## src/rtl/llc_lookup_ctrl_pkg.sv

```systemverilog
// rtl/llc_lookup_ctrl_pkg.sv - shared types and constants for the LLC lookup controller
package llc_lookup_ctrl_pkg;

  localparam int NUM_WAYS   = 8;
  localparam int SET_BITS   = 9;
  localparam int TAG_BITS   = 20;
  localparam int STATE_BITS = 3;
  localparam int WAY_BITS   = $clog2(NUM_WAYS);

  typedef logic [SET_BITS-1:0]            llc_set_t;
  typedef logic [TAG_BITS-1:0]            llc_tag_t;
  typedef logic [WAY_BITS-1:0]            llc_way_t;
  typedef logic [STATE_BITS-1:0]          llc_state_t;
  typedef logic [SET_BITS+WAY_BITS-1:0]   llc_addr_t;
  typedef logic [NUM_WAYS*TAG_BITS-1:0]   llc_tags_t;
  typedef logic [NUM_WAYS*STATE_BITS-1:0] llc_states_t;

  localparam llc_state_t STATE_INVALID = '0;

  typedef enum logic [2:0] {
    ST_IDLE,
    ST_READ,
    ST_CAPTURE,
    ST_RESP,
    ST_WRITE
  } llc_fsm_t;

endpackage

```

## src/rtl/llc_lookup_ctrl_if.sv

```systemverilog
// rtl/llc_lookup_ctrl_if.sv - lookup/update/response and array buses of the LLC lookup controller
interface llc_lookup_ctrl_if;
  import llc_lookup_ctrl_pkg::*;

  logic        req_valid;
  logic        req_ready;
  llc_set_t    req_set;
  llc_tag_t    req_tag;

  logic        upd_valid;
  logic        upd_ready;
  llc_set_t    upd_set;
  llc_way_t    upd_way;
  llc_tag_t    upd_tag;
  llc_state_t  upd_state;
  llc_way_t    upd_evict_way;

  logic        mem_rd_en;
  llc_set_t    mem_rd_set;
  llc_tags_t   mem_rd_tag;
  llc_states_t mem_rd_state;
  llc_way_t    mem_rd_evict_way;

  logic        mem_wr_en;
  llc_addr_t   mem_wr_addr;
  llc_tag_t    mem_wr_tag;
  llc_state_t  mem_wr_state;
  llc_way_t    mem_wr_evict_way;

  logic        resp_valid;
  logic        resp_ready;
  logic        resp_hit;
  llc_way_t    resp_way;
  llc_state_t  resp_state;

  modport slave (
    input  req_valid, req_set, req_tag,
    input  upd_valid, upd_set, upd_way, upd_tag, upd_state, upd_evict_way,
    input  mem_rd_tag, mem_rd_state, mem_rd_evict_way,
    input  resp_ready,
    output req_ready, upd_ready,
    output mem_rd_en, mem_rd_set,
    output mem_wr_en, mem_wr_addr, mem_wr_tag, mem_wr_state, mem_wr_evict_way,
    output resp_valid, resp_hit, resp_way, resp_state
  );

  modport master (
    output req_valid, req_set, req_tag,
    output upd_valid, upd_set, upd_way, upd_tag, upd_state, upd_evict_way,
    output mem_rd_tag, mem_rd_state, mem_rd_evict_way,
    output resp_ready,
    input  req_ready, upd_ready,
    input  mem_rd_en, mem_rd_set,
    input  mem_wr_en, mem_wr_addr, mem_wr_tag, mem_wr_state, mem_wr_evict_way,
    input  resp_valid, resp_hit, resp_way, resp_state
  );

endinterface

```

## src/rtl/llc_lookup_ctrl_way_select.sv

```systemverilog
// rtl/llc_lookup_ctrl_way_select.sv - combinational tag compare with hit / victim way selection
module llc_way_select
  import llc_lookup_ctrl_pkg::*;
(
  input  llc_tags_t   tags_i,
  input  llc_states_t states_i,
  input  llc_tag_t    tag_i,
  input  llc_way_t    evict_way_i,
  output logic        hit_o,
  output llc_way_t    way_o,
  output llc_state_t  state_o
);

  logic     inv_found;
  llc_way_t hit_way;
  llc_way_t inv_way;

  // Scan from the top down so the lowest matching / invalid index is the one left standing.
  always_comb begin
    hit_o     = 1'b0;
    hit_way   = '0;
    inv_found = 1'b0;
    inv_way   = '0;
    for (int i = NUM_WAYS - 1; i >= 0; i--) begin
      if (states_i[i*STATE_BITS +: STATE_BITS] != STATE_INVALID &&
          tags_i[i*TAG_BITS +: TAG_BITS] == tag_i) begin
        hit_o   = 1'b1;
        hit_way = llc_way_t'(i);
      end
      if (states_i[i*STATE_BITS +: STATE_BITS] == STATE_INVALID) begin
        inv_found = 1'b1;
        inv_way   = llc_way_t'(i);
      end
    end
  end

  always_comb begin
    way_o   = hit_o ? hit_way : (inv_found ? inv_way : evict_way_i);
    state_o = states_i[way_o*STATE_BITS +: STATE_BITS];
  end

endmodule

```

## src/rtl/llc_lookup_ctrl.sv

```systemverilog
// rtl/llc_lookup_ctrl.sv - sequences set reads and way writes against the LLC local array
module llc_lookup_ctrl
  import llc_lookup_ctrl_pkg::*;
(
  input  logic             clk,
  input  logic             rst,
  llc_lookup_ctrl_if.slave bus
);

  llc_fsm_t   state_q;
  logic       req_ready_q;
  logic       upd_ready_q;
  logic       mem_rd_en_q;
  llc_set_t   rd_set_q;
  llc_tag_t   rd_tag_q;
  logic       mem_wr_en_q;
  llc_addr_t  wr_addr_q;
  llc_tag_t   wr_tag_q;
  llc_state_t wr_state_q;
  llc_way_t   wr_evict_q;
  logic       resp_valid_q;
  logic       resp_hit_q;
  llc_way_t   resp_way_q;
  llc_state_t resp_state_q;

  logic       sel_hit;
  llc_way_t   sel_way;
  llc_state_t sel_state;

  // Array data is only meaningful during CAPTURE; the result is registered there.
  llc_way_select u_way_select (
    .tags_i      (bus.mem_rd_tag),
    .states_i    (bus.mem_rd_state),
    .tag_i       (rd_tag_q),
    .evict_way_i (bus.mem_rd_evict_way),
    .hit_o       (sel_hit),
    .way_o       (sel_way),
    .state_o     (sel_state)
  );

  always_ff @(posedge clk) begin
    if (rst) begin
      state_q      <= ST_IDLE;
      req_ready_q  <= 1'b1;
      upd_ready_q  <= 1'b1;
      mem_rd_en_q  <= 1'b0;
      rd_set_q     <= '0;
      rd_tag_q     <= '0;
      mem_wr_en_q  <= 1'b0;
      wr_addr_q    <= '0;
      wr_tag_q     <= '0;
      wr_state_q   <= '0;
      wr_evict_q   <= '0;
      resp_valid_q <= 1'b0;
      resp_hit_q   <= 1'b0;
      resp_way_q   <= '0;
      resp_state_q <= '0;
    end else begin
      case (state_q)
        ST_IDLE: begin
          // Updates win a tie; the lookup stays pending and is taken on the next IDLE cycle.
          if (bus.upd_valid) begin
            wr_addr_q   <= {bus.upd_set, bus.upd_way};
            wr_tag_q    <= bus.upd_tag;
            wr_state_q  <= bus.upd_state;
            wr_evict_q  <= bus.upd_evict_way;
            mem_wr_en_q <= 1'b1;
            req_ready_q <= 1'b0;
            upd_ready_q <= 1'b0;
            state_q     <= ST_WRITE;
          end else if (bus.req_valid) begin
            rd_set_q    <= bus.req_set;
            rd_tag_q    <= bus.req_tag;
            mem_rd_en_q <= 1'b1;
            req_ready_q <= 1'b0;
            upd_ready_q <= 1'b0;
            state_q     <= ST_READ;
          end
        end
        ST_READ: begin
          mem_rd_en_q <= 1'b0;
          state_q     <= ST_CAPTURE;
        end
        ST_CAPTURE: begin
          resp_hit_q   <= sel_hit;
          resp_way_q   <= sel_way;
          resp_state_q <= sel_state;
          resp_valid_q <= 1'b1;
          state_q      <= ST_RESP;
        end
        ST_RESP: begin
          if (resp_valid_q && bus.resp_ready) begin
            resp_valid_q <= 1'b0;
            req_ready_q  <= 1'b1;
            upd_ready_q  <= 1'b1;
            state_q      <= ST_IDLE;
          end
        end
        ST_WRITE: begin
          mem_wr_en_q <= 1'b0;
          req_ready_q <= 1'b1;
          upd_ready_q <= 1'b1;
          state_q     <= ST_IDLE;
        end
        default: begin
          mem_rd_en_q  <= 1'b0;
          mem_wr_en_q  <= 1'b0;
          resp_valid_q <= 1'b0;
          req_ready_q  <= 1'b1;
          upd_ready_q  <= 1'b1;
          state_q      <= ST_IDLE;
        end
      endcase
    end
  end

  assign bus.req_ready        = req_ready_q;
  assign bus.upd_ready        = upd_ready_q;
  assign bus.mem_rd_en        = mem_rd_en_q;
  assign bus.mem_rd_set       = rd_set_q;
  assign bus.mem_wr_en        = mem_wr_en_q;
  assign bus.mem_wr_addr      = wr_addr_q;
  assign bus.mem_wr_tag       = wr_tag_q;
  assign bus.mem_wr_state     = wr_state_q;
  assign bus.mem_wr_evict_way = wr_evict_q;
  assign bus.resp_valid       = resp_valid_q;
  assign bus.resp_hit         = resp_hit_q;
  assign bus.resp_way         = resp_way_q;
  assign bus.resp_state       = resp_state_q;

endmodule

```

## src/flat_wrapper.sv

```systemverilog
// flat-port wrapper written by rule: the top's interface ports become plain ports
module llc_lookup_ctrl_flat import llc_lookup_ctrl_pkg::*;
  (clk, rst, bus_req_valid, bus_req_set, bus_req_tag, bus_upd_valid, bus_upd_set, bus_upd_way, bus_upd_tag, bus_upd_state, bus_upd_evict_way, bus_mem_rd_tag, bus_mem_rd_state, bus_mem_rd_evict_way, bus_resp_ready, bus_req_ready, bus_upd_ready, bus_mem_rd_en, bus_mem_rd_set, bus_mem_wr_en, bus_mem_wr_addr, bus_mem_wr_tag, bus_mem_wr_state, bus_mem_wr_evict_way, bus_resp_valid, bus_resp_hit, bus_resp_way, bus_resp_state);
  llc_lookup_ctrl_if bus_i ();
  input  logic clk;
  input  logic rst;
  input wire logic [$bits(bus_i.req_valid)-1:0] bus_req_valid;
  input wire logic [$bits(bus_i.req_set)-1:0] bus_req_set;
  input wire logic [$bits(bus_i.req_tag)-1:0] bus_req_tag;
  input wire logic [$bits(bus_i.upd_valid)-1:0] bus_upd_valid;
  input wire logic [$bits(bus_i.upd_set)-1:0] bus_upd_set;
  input wire logic [$bits(bus_i.upd_way)-1:0] bus_upd_way;
  input wire logic [$bits(bus_i.upd_tag)-1:0] bus_upd_tag;
  input wire logic [$bits(bus_i.upd_state)-1:0] bus_upd_state;
  input wire logic [$bits(bus_i.upd_evict_way)-1:0] bus_upd_evict_way;
  input wire logic [$bits(bus_i.mem_rd_tag)-1:0] bus_mem_rd_tag;
  input wire logic [$bits(bus_i.mem_rd_state)-1:0] bus_mem_rd_state;
  input wire logic [$bits(bus_i.mem_rd_evict_way)-1:0] bus_mem_rd_evict_way;
  input wire logic [$bits(bus_i.resp_ready)-1:0] bus_resp_ready;
  output wire logic [$bits(bus_i.req_ready)-1:0] bus_req_ready;
  output wire logic [$bits(bus_i.upd_ready)-1:0] bus_upd_ready;
  output wire logic [$bits(bus_i.mem_rd_en)-1:0] bus_mem_rd_en;
  output wire logic [$bits(bus_i.mem_rd_set)-1:0] bus_mem_rd_set;
  output wire logic [$bits(bus_i.mem_wr_en)-1:0] bus_mem_wr_en;
  output wire logic [$bits(bus_i.mem_wr_addr)-1:0] bus_mem_wr_addr;
  output wire logic [$bits(bus_i.mem_wr_tag)-1:0] bus_mem_wr_tag;
  output wire logic [$bits(bus_i.mem_wr_state)-1:0] bus_mem_wr_state;
  output wire logic [$bits(bus_i.mem_wr_evict_way)-1:0] bus_mem_wr_evict_way;
  output wire logic [$bits(bus_i.resp_valid)-1:0] bus_resp_valid;
  output wire logic [$bits(bus_i.resp_hit)-1:0] bus_resp_hit;
  output wire logic [$bits(bus_i.resp_way)-1:0] bus_resp_way;
  output wire logic [$bits(bus_i.resp_state)-1:0] bus_resp_state;
  assign bus_i.req_valid = bus_req_valid;
  assign bus_i.req_set = bus_req_set;
  assign bus_i.req_tag = bus_req_tag;
  assign bus_i.upd_valid = bus_upd_valid;
  assign bus_i.upd_set = bus_upd_set;
  assign bus_i.upd_way = bus_upd_way;
  assign bus_i.upd_tag = bus_upd_tag;
  assign bus_i.upd_state = bus_upd_state;
  assign bus_i.upd_evict_way = bus_upd_evict_way;
  assign bus_i.mem_rd_tag = bus_mem_rd_tag;
  assign bus_i.mem_rd_state = bus_mem_rd_state;
  assign bus_i.mem_rd_evict_way = bus_mem_rd_evict_way;
  assign bus_i.resp_ready = bus_resp_ready;
  assign bus_req_ready = bus_i.req_ready;
  assign bus_upd_ready = bus_i.upd_ready;
  assign bus_mem_rd_en = bus_i.mem_rd_en;
  assign bus_mem_rd_set = bus_i.mem_rd_set;
  assign bus_mem_wr_en = bus_i.mem_wr_en;
  assign bus_mem_wr_addr = bus_i.mem_wr_addr;
  assign bus_mem_wr_tag = bus_i.mem_wr_tag;
  assign bus_mem_wr_state = bus_i.mem_wr_state;
  assign bus_mem_wr_evict_way = bus_i.mem_wr_evict_way;
  assign bus_resp_valid = bus_i.resp_valid;
  assign bus_resp_hit = bus_i.resp_hit;
  assign bus_resp_way = bus_i.resp_way;
  assign bus_resp_state = bus_i.resp_state;
  llc_lookup_ctrl u_core (.clk(clk), .rst(rst), .bus(bus_i));
endmodule
```

## config.mk

```make
export PLATFORM = sky130hd
export DESIGN_NAME = llc_lookup_ctrl_flat
export DESIGN_NICKNAME = d
export VERILOG_FILES = /design/src/rtl/llc_lookup_ctrl_pkg.sv /design/src/rtl/llc_lookup_ctrl_if.sv /design/src/rtl/llc_lookup_ctrl_way_select.sv /design/src/rtl/llc_lookup_ctrl.sv /design/src/flat_wrapper.sv
export SDC_FILE = /design/constraint.sdc
export NUM_CORES = 1
export LEC_CHECK = 0
export BUFFER_PORTS_ARGS = -buffer_cell sky130_fd_sc_hd__buf_4
export CELL_PAD_IN_SITES_DETAIL_PLACEMENT = 1
export CELL_PAD_IN_SITES_GLOBAL_PLACEMENT = 1
export CORE_ASPECT_RATIO = 1.4
export CORE_MARGIN = 2
export CORE_UTILIZATION = 36
export DETAILED_ROUTE_END_ITERATION = 7
export MAX_ROUTING_LAYER = met4
export PLACE_DENSITY_LB_ADDON = 0.1
export SLEW_MARGIN = 25
export SYNTH_ARGS = -nofsm -noshare
export SYNTH_HDL_FRONTEND = slang
export SYNTH_HIERARCHICAL = 1
export SYNTH_SLANG_ARGS = --single-unit
```

## constraint.sdc

```tcl
create_clock -name clk -period 8.9 [get_ports clk]
set_clock_uncertainty 0.2 [all_clocks]
set_input_delay 0.89 -clock clk [delete_from_list [all_inputs] [get_ports clk]]
set_output_delay 0.89 -clock clk [all_outputs]
set_load 0.02 [all_outputs]
```

# Word-level counts from Yosys, hierarchy flattened
# Cells that the tools add are included.
classes:
  n_eq_ne: 17
  bitwise_logic: 5
  n_reduce_logical: 37
  multipliers: 1
  mux: 49
  n_shift: 1
ops:
  columns: ["op", "count"]
  rows:
  - ["equality test 20 bit", 8]
  - ["2-to-1 mux 3 bit", 21]
  - ["logical NOT 3 bit", 9]
  - ["nonzero test 3 bit", 8]
  - ["indexed part select 24 x 6 -> 3 bit", 1]
  - ["2-to-1 mux 1 bit", 23]
  - ["one-hot mux 3 bit (4 select lines)", 1]
  - ["logical AND 1 bit", 9]
  - ["AND reduction 3 bit", 3]
  - ["OR reduction 3 bit", 3]
  - ["AND reduction 2 bit", 4]
  - ["equality test 3 x 2 -> 1 bit, second input constant", 2]
  - ["inequality test 2 bit, second input constant", 3]
  - ["one-hot mux 1 bit (3 select lines)", 2]
  - ["multiplier 3 x 2 -> 5 bit, second input constant", 1]
  - ["NOT 1 bit", 5]
  - ["one-hot mux 1 bit (2 select lines)", 2]
  - ["equality test 3 x 1 -> 1 bit, second input constant", 1]
  - ["equality test 3 bit, second input constant", 1]
  - ["inequality test 3 bit, second input constant", 1]
  - ["inequality test 2 x 1 -> 1 bit, second input constant", 1]
  - ["OR reduction 2 bit", 1]
word_totals:
  in_bits: 259
  ff_bits: 81
  out_inout_bits: 59

# Depth between registers and ports, before layout
depth:
  word_depth: 13
  depth_mapped: 14
  ltp_nobuf: 11

# Cells and area by module
# The synthesis kept the hierarchy.
modules_own_cells:
  columns: ["mod", "cells_per_inst", "instances", "area_per_inst_um2"]
  rows:
  - ["llc_lookup_ctrl", 350, 1, 3490.8]
  - ["llc_way_select", 385, 1, 2966.6]

# Least setup slack after synthesis
# OpenSTA, ideal clock, no wires.
synth_path:
  kind: "in2reg"
  start: "input bus_mem_rd_tag[42]"
  end: "register u_core.resp_state_q[1], in the netlist u_core/bus.resp_state[1]"
  cell_stages: 13
  required_time_ps: 8569
  t_arrival_ps: 3521
  setup_ps: 131
  setup_slack_ps: 5048
  path_buffers: 2
  path_cell_list: "xnor2_1 > nand3_1 > or4b_4 > nor4_4 > or4_1 > buf_4 > nor4_2 > or3_1 > buf_6 > a2111o_1 > and4_1 > mux2i_1 > nor2_1"
synth_via:
  elab_chain_cells: 8
  word_cells_on_any_way: 11
synth_rtl:
  columns: ["element", "line_no", "text"]
  rows:
  - ["start: declaration", "flat_wrapper.sv:16", "input wire logic [$bits(bus_i.mem_rd_tag)-1:0] bus_mem_rd_tag;"]
  - ["equality test 20 bit *", "llc_lookup_ctrl_way_select.sv:26", "tags_i[i*TAG_BITS +: TAG_BITS] == tag_i) begin"]
  - ["logical AND 1 bit *", "llc_lookup_ctrl_way_select.sv:25", "if (states_i[i*STATE_BITS +: STATE_BITS] != STATE_INVALID &&"]
  - ["2-to-1 mux 3 bit or 2-to-1 mux 1 bit (tied branches) (3 in series)", "llc_lookup_ctrl_way_select.sv:25", null]
  - ["2-to-1 mux 3 bit *", "llc_lookup_ctrl_way_select.sv:38", "way_o = hit_o ? hit_way : (inv_found ? inv_way : evict_way_i);"]
  - ["via u_core.sel_way[0]", "llc_lookup_ctrl.sv:27", "llc_way_t sel_way;"]
  - ["multiplier 3 x 2 -> 5 bit *", "llc_lookup_ctrl_way_select.sv:39", "state_o = states_i[way_o*STATE_BITS +: STATE_BITS];"]
  - ["indexed part select 24 x 6 -> 3 bit *", "llc_lookup_ctrl_way_select.sv:39", null]
  - ["via u_core.sel_state[1]", "llc_lookup_ctrl.sv:28", "llc_state_t sel_state;"]
  - ["end signal: assignment", "llc_lookup_ctrl.sv:87", "resp_state_q <= sel_state;"]
  - ["end: declaration", "llc_lookup_ctrl.sv:24", "llc_state_t resp_state_q;"]
# The timed path passes the listed nets; every way through them passes the cells marked *.
# A chain may end at the register's enable or synchronous reset.

# Final worst setup path
layout_path:
  start: "register u_core.rd_tag_q[14]"
  end: "register u_core.resp_state_q[1], in the netlist u_core/bus.resp_state[1]"
layout_via:
  elab_chain_cells: 13
  word_cells_on_any_way: 35
layout_rtl:
  columns: ["element", "line_no", "text"]
  rows:
  - ["start: declaration", "llc_lookup_ctrl.sv:15", "llc_tag_t rd_tag_q;"]
  - ["start signal: assignment", "llc_lookup_ctrl.sv:73", "rd_tag_q <= bus.req_tag;"]
  - ["equality test 20 bit", "llc_lookup_ctrl_way_select.sv:26", null]
  - ["logical AND 1 bit", "llc_lookup_ctrl_way_select.sv:25", null]
  - ["2-to-1 mux 3 bit or 2-to-1 mux 1 bit (tied branches) (8 in series)", "llc_lookup_ctrl_way_select.sv:25", null]
  - ["2-to-1 mux 3 bit *", "llc_lookup_ctrl_way_select.sv:38", null]
  - ["via u_core.sel_way[0]", "llc_lookup_ctrl.sv:27", null]
  - ["multiplier 3 x 2 -> 5 bit *", "llc_lookup_ctrl_way_select.sv:39", null]
  - ["indexed part select 24 x 6 -> 3 bit *", "llc_lookup_ctrl_way_select.sv:39", null]
  - ["via u_core.sel_state[1]", "llc_lookup_ctrl.sv:28", null]
# Marked as above.

==> impl_metrics.yaml <==
logic_synthesis:
  yosysTopAreaCell: "dfxtp_1"
  ys_seq_area_share_pct: 25.1
  ys_warn_count: 6
  yosysMostFrequentCell: "xnor2_1"
  ys_seq_elements: 81
  avgSynthCellArea_um2: 8.79
  synthTopCellsByArea: "dfxtp_1 25%, xnor2_1 13%, xor2_1 8.4%"
  syn_area_um2: 6460
  synthCells: 735
  synth_cell_types: 56
  synth-edff-count: 0
  synth_flop_cell: "dfxtp_1"
  synth_top_area_share_pct: 25.1
  async_flop_share_pct: 0
  postSynthNetCount: 994
  synth_common_cells: "97 x xnor2_1, 81 x dfxtp_1, 62 x nand2b_1, 62 x xor2_1, 60 x nand2_1"
route:
  vias: 6560
  wl_per_cell_um: 21.4
  drtAntennaViolNets: 0
  drc: 0
  first_pass_iters: 4
  first_iter_violations: 305
  wirelength_um: 27000
  avgViaCountPerCell: 5.20
die:
  dieArea_um2: 19000
  num_rows: 57
  start_util_pct: 37.0
  core_area_um2: 17500
  die_h_um: 162
  io_pins: 318
  die_w_um: 117
placement:
  dp_cells: 1245
  place_ws_ps: 4400
  port_buffers: 317
  gp_congestion: 0.955
  place_hpwl_um: 21200
critical_path:
  slowest_stage: "dfxtp_1"
  end_kind: "flip-flop"
  max_stage_delay_ps: 890
  path_max_fanout: 9
  crit_chain: "xor2_1 -> nor4bb_1 -> or3b_2 -> nor3_1 -> or4_1 -> nor4_2 -> or3_1 -> a2111o_1 -> and4_1 -> mux2i_1 -> nor2_1"
  cp-start-kind: "flip-flop"
  path_buf_inv: 0
  required_ps: 8900
  worstSetupPathType: "flip-flop to flip-flop"
  crit_arrival_ps: 4450
  worst_path_dominant_cell_family: "simple AND/OR/NAND/NOR gates"
grt:
  gr-total-overflow: 0
  antenna_found_initial: 1
  grt_pass1_wl_um: 39000
  grt_pass1_vias: 7091
  grt_usage_pct: 28.3
  grt_max_degree: 95
timing:
  setup_slack_ps: 4440
  grt_setup_unrepaired: "no"
  fmax_mhz: 224
  maxSlewHeadroom_pct: 38.8
  tightest_slew_ps: 917
  tns_ps: 0
  hold_viol_final: 0
  finalMaxSlewViolations: 0
  finalCritPeriodShare_pct: 50.1
  whs_ps: 263
  setup_viol: 0
  period_minus_slack_ps: 4460
cells_and_area:
  nNetsFinal: 1279
  fin_cells: 1262
  drive_gt1_share_pct: 42.9
  area_growth_pct: 41.3
clocking:
  cts_max_path_buffers: 2
  cts_inserted_buffers: 9
  clock_latency_ps: 330
  clkTransAtPathRegs_ps: 60
  root_buffer: "clkbuf_16"
  cts_tree: "built"
  cts_resized: 0
  cts.sink_count: 81
  cts_hold_buffers: 0
  htree_levels: 3
  post_cts_buffers: 0
power_and_ir_drop:
  power.leakage_nw: 3.82
  vdd_drop_max_v: 0.000104
  power_mw: 1.23
  power_density_nw_per_um2: 134
hold_path:
  hold_path_class: "flip-flop to flip-flop"
run:
  cap_violations: 0
outcome:
  status: "complete, no violations"
[report_power, final]
part	switching (mW)	total (mW)	internal [mW]
combinational	0.189	0.390	0.202
sequential	0.0478	0.436	0.388
clock	0.153	0.400	0.247
[worst min-delay path, cell delays in order (launching register included)]
cell and delay, ps:
dfxtp_1 320, nand2_2 60, a21oi_2 40
[final timing paths]
check / slack (ps) / cells past startpoint / to / start
setup / recovery: 4440 / 11 / u_core/bus.resp_state[1] / u_core/rd_tag_q[14]
hold / removal: 260 / 2 / u_core/bus.mem_wr_tag[15] / u_core/bus.mem_wr_tag[15]
setup reg to reg: 4440 / 11 / u_core/bus.resp_state[1] / u_core/rd_tag_q[14]
hold reg to reg: 260 / 2 / u_core/bus.mem_wr_tag[15] / u_core/bus.mem_wr_tag[15]
[cell families after synthesis]
logic type	Yosys count	synth area share, %
AND/OR/NAND/NOR	327	30.5
XOR/XNOR	160	21.8
flip-flops	81	25.1
AO/OA/AOI/OAI	58	7.83
buffers and inverters	57	6.61
multiplexers	52	8.10
[registers in the layout (all words and copies together) (netlist names)]
| name | count |
|---|---|
| u_core/bus.mem_wr_tag | 20 |
| u_core/rd_tag_q | 20 |
| u_core/bus.mem_wr_addr | 12 |
| u_core/bus.mem_rd_set | 9 |
| u_core/bus.mem_wr_evict_way | 3 |
| u_core/bus.mem_wr_state | 3 |
| u_core/bus.resp_state | 3 |
| u_core/bus.resp_way | 3 |
| u_core/state_q | 3 |
| u_core/bus.mem_rd_en | 1 |
| u_core/bus.mem_wr_en | 1 |
| u_core/bus.resp_hit | 1 |
| u_core/bus.resp_valid | 1 |
| u_core/bus.upd_ready | 1 |
[placed cells by master (no fill, tap or decap), types with 3 or more instances in the layout]
master	count
a2111o_1	3
a21oi_1	4
a21oi_2	38
and3_1	3
and4_1	6
buf_4	324
clkbuf_16	9
dfxtp_1	81
inv_1	6
mux2i_1	50
nand2_1	60
nand2_2	38
nand2b_1	62
nand3_1	9
nand3b_1	3
nand4_1	27
nand4b_1	6
nor2_1	25
nor2b_1	3
nor3_1	13
nor4_1	27
nor4b_1	12
nor4bb_1	3
or2_2	4
or3b_2	3
or4_1	5
or4b_1	3
xnor2_1	97
xor2_1	62
[stage by stage]
stage               cell area [um^2]  util [%]
global route                    9120      52.2
detailed placement              8800      50.4
floorplan                       6460         -
global placement                8800      50.4
CTS                             9120      52.2
finish                          9120      52.2
[layout make-up]
type,instances,area (um^2)
flip-flops and latches,81,1620
diodes,1,2.50
fillers,2130,8350
inverters,6,22.5
clock inverters,6,90.1
well taps,236,295
multi-input cells,597,4420
clock buffers,10,229
repair buffers,325,2440
[metal layers]
| metal | vias up | part of all wire [%] | track usage (%) |
|---|---|---|---|
| met1 | 3096 | 35 | 28.0 |
| met3 | 76 | 8.1 | 6.96 |
| li1 | 3100 | - | - |
| met4 | 0 | 5.4 | 15.7 |
| met5 | - | 0 | - |
| met2 | 288 | 51 | 49.9 |
Note: power is estimated with default switching activity, not from simulation.
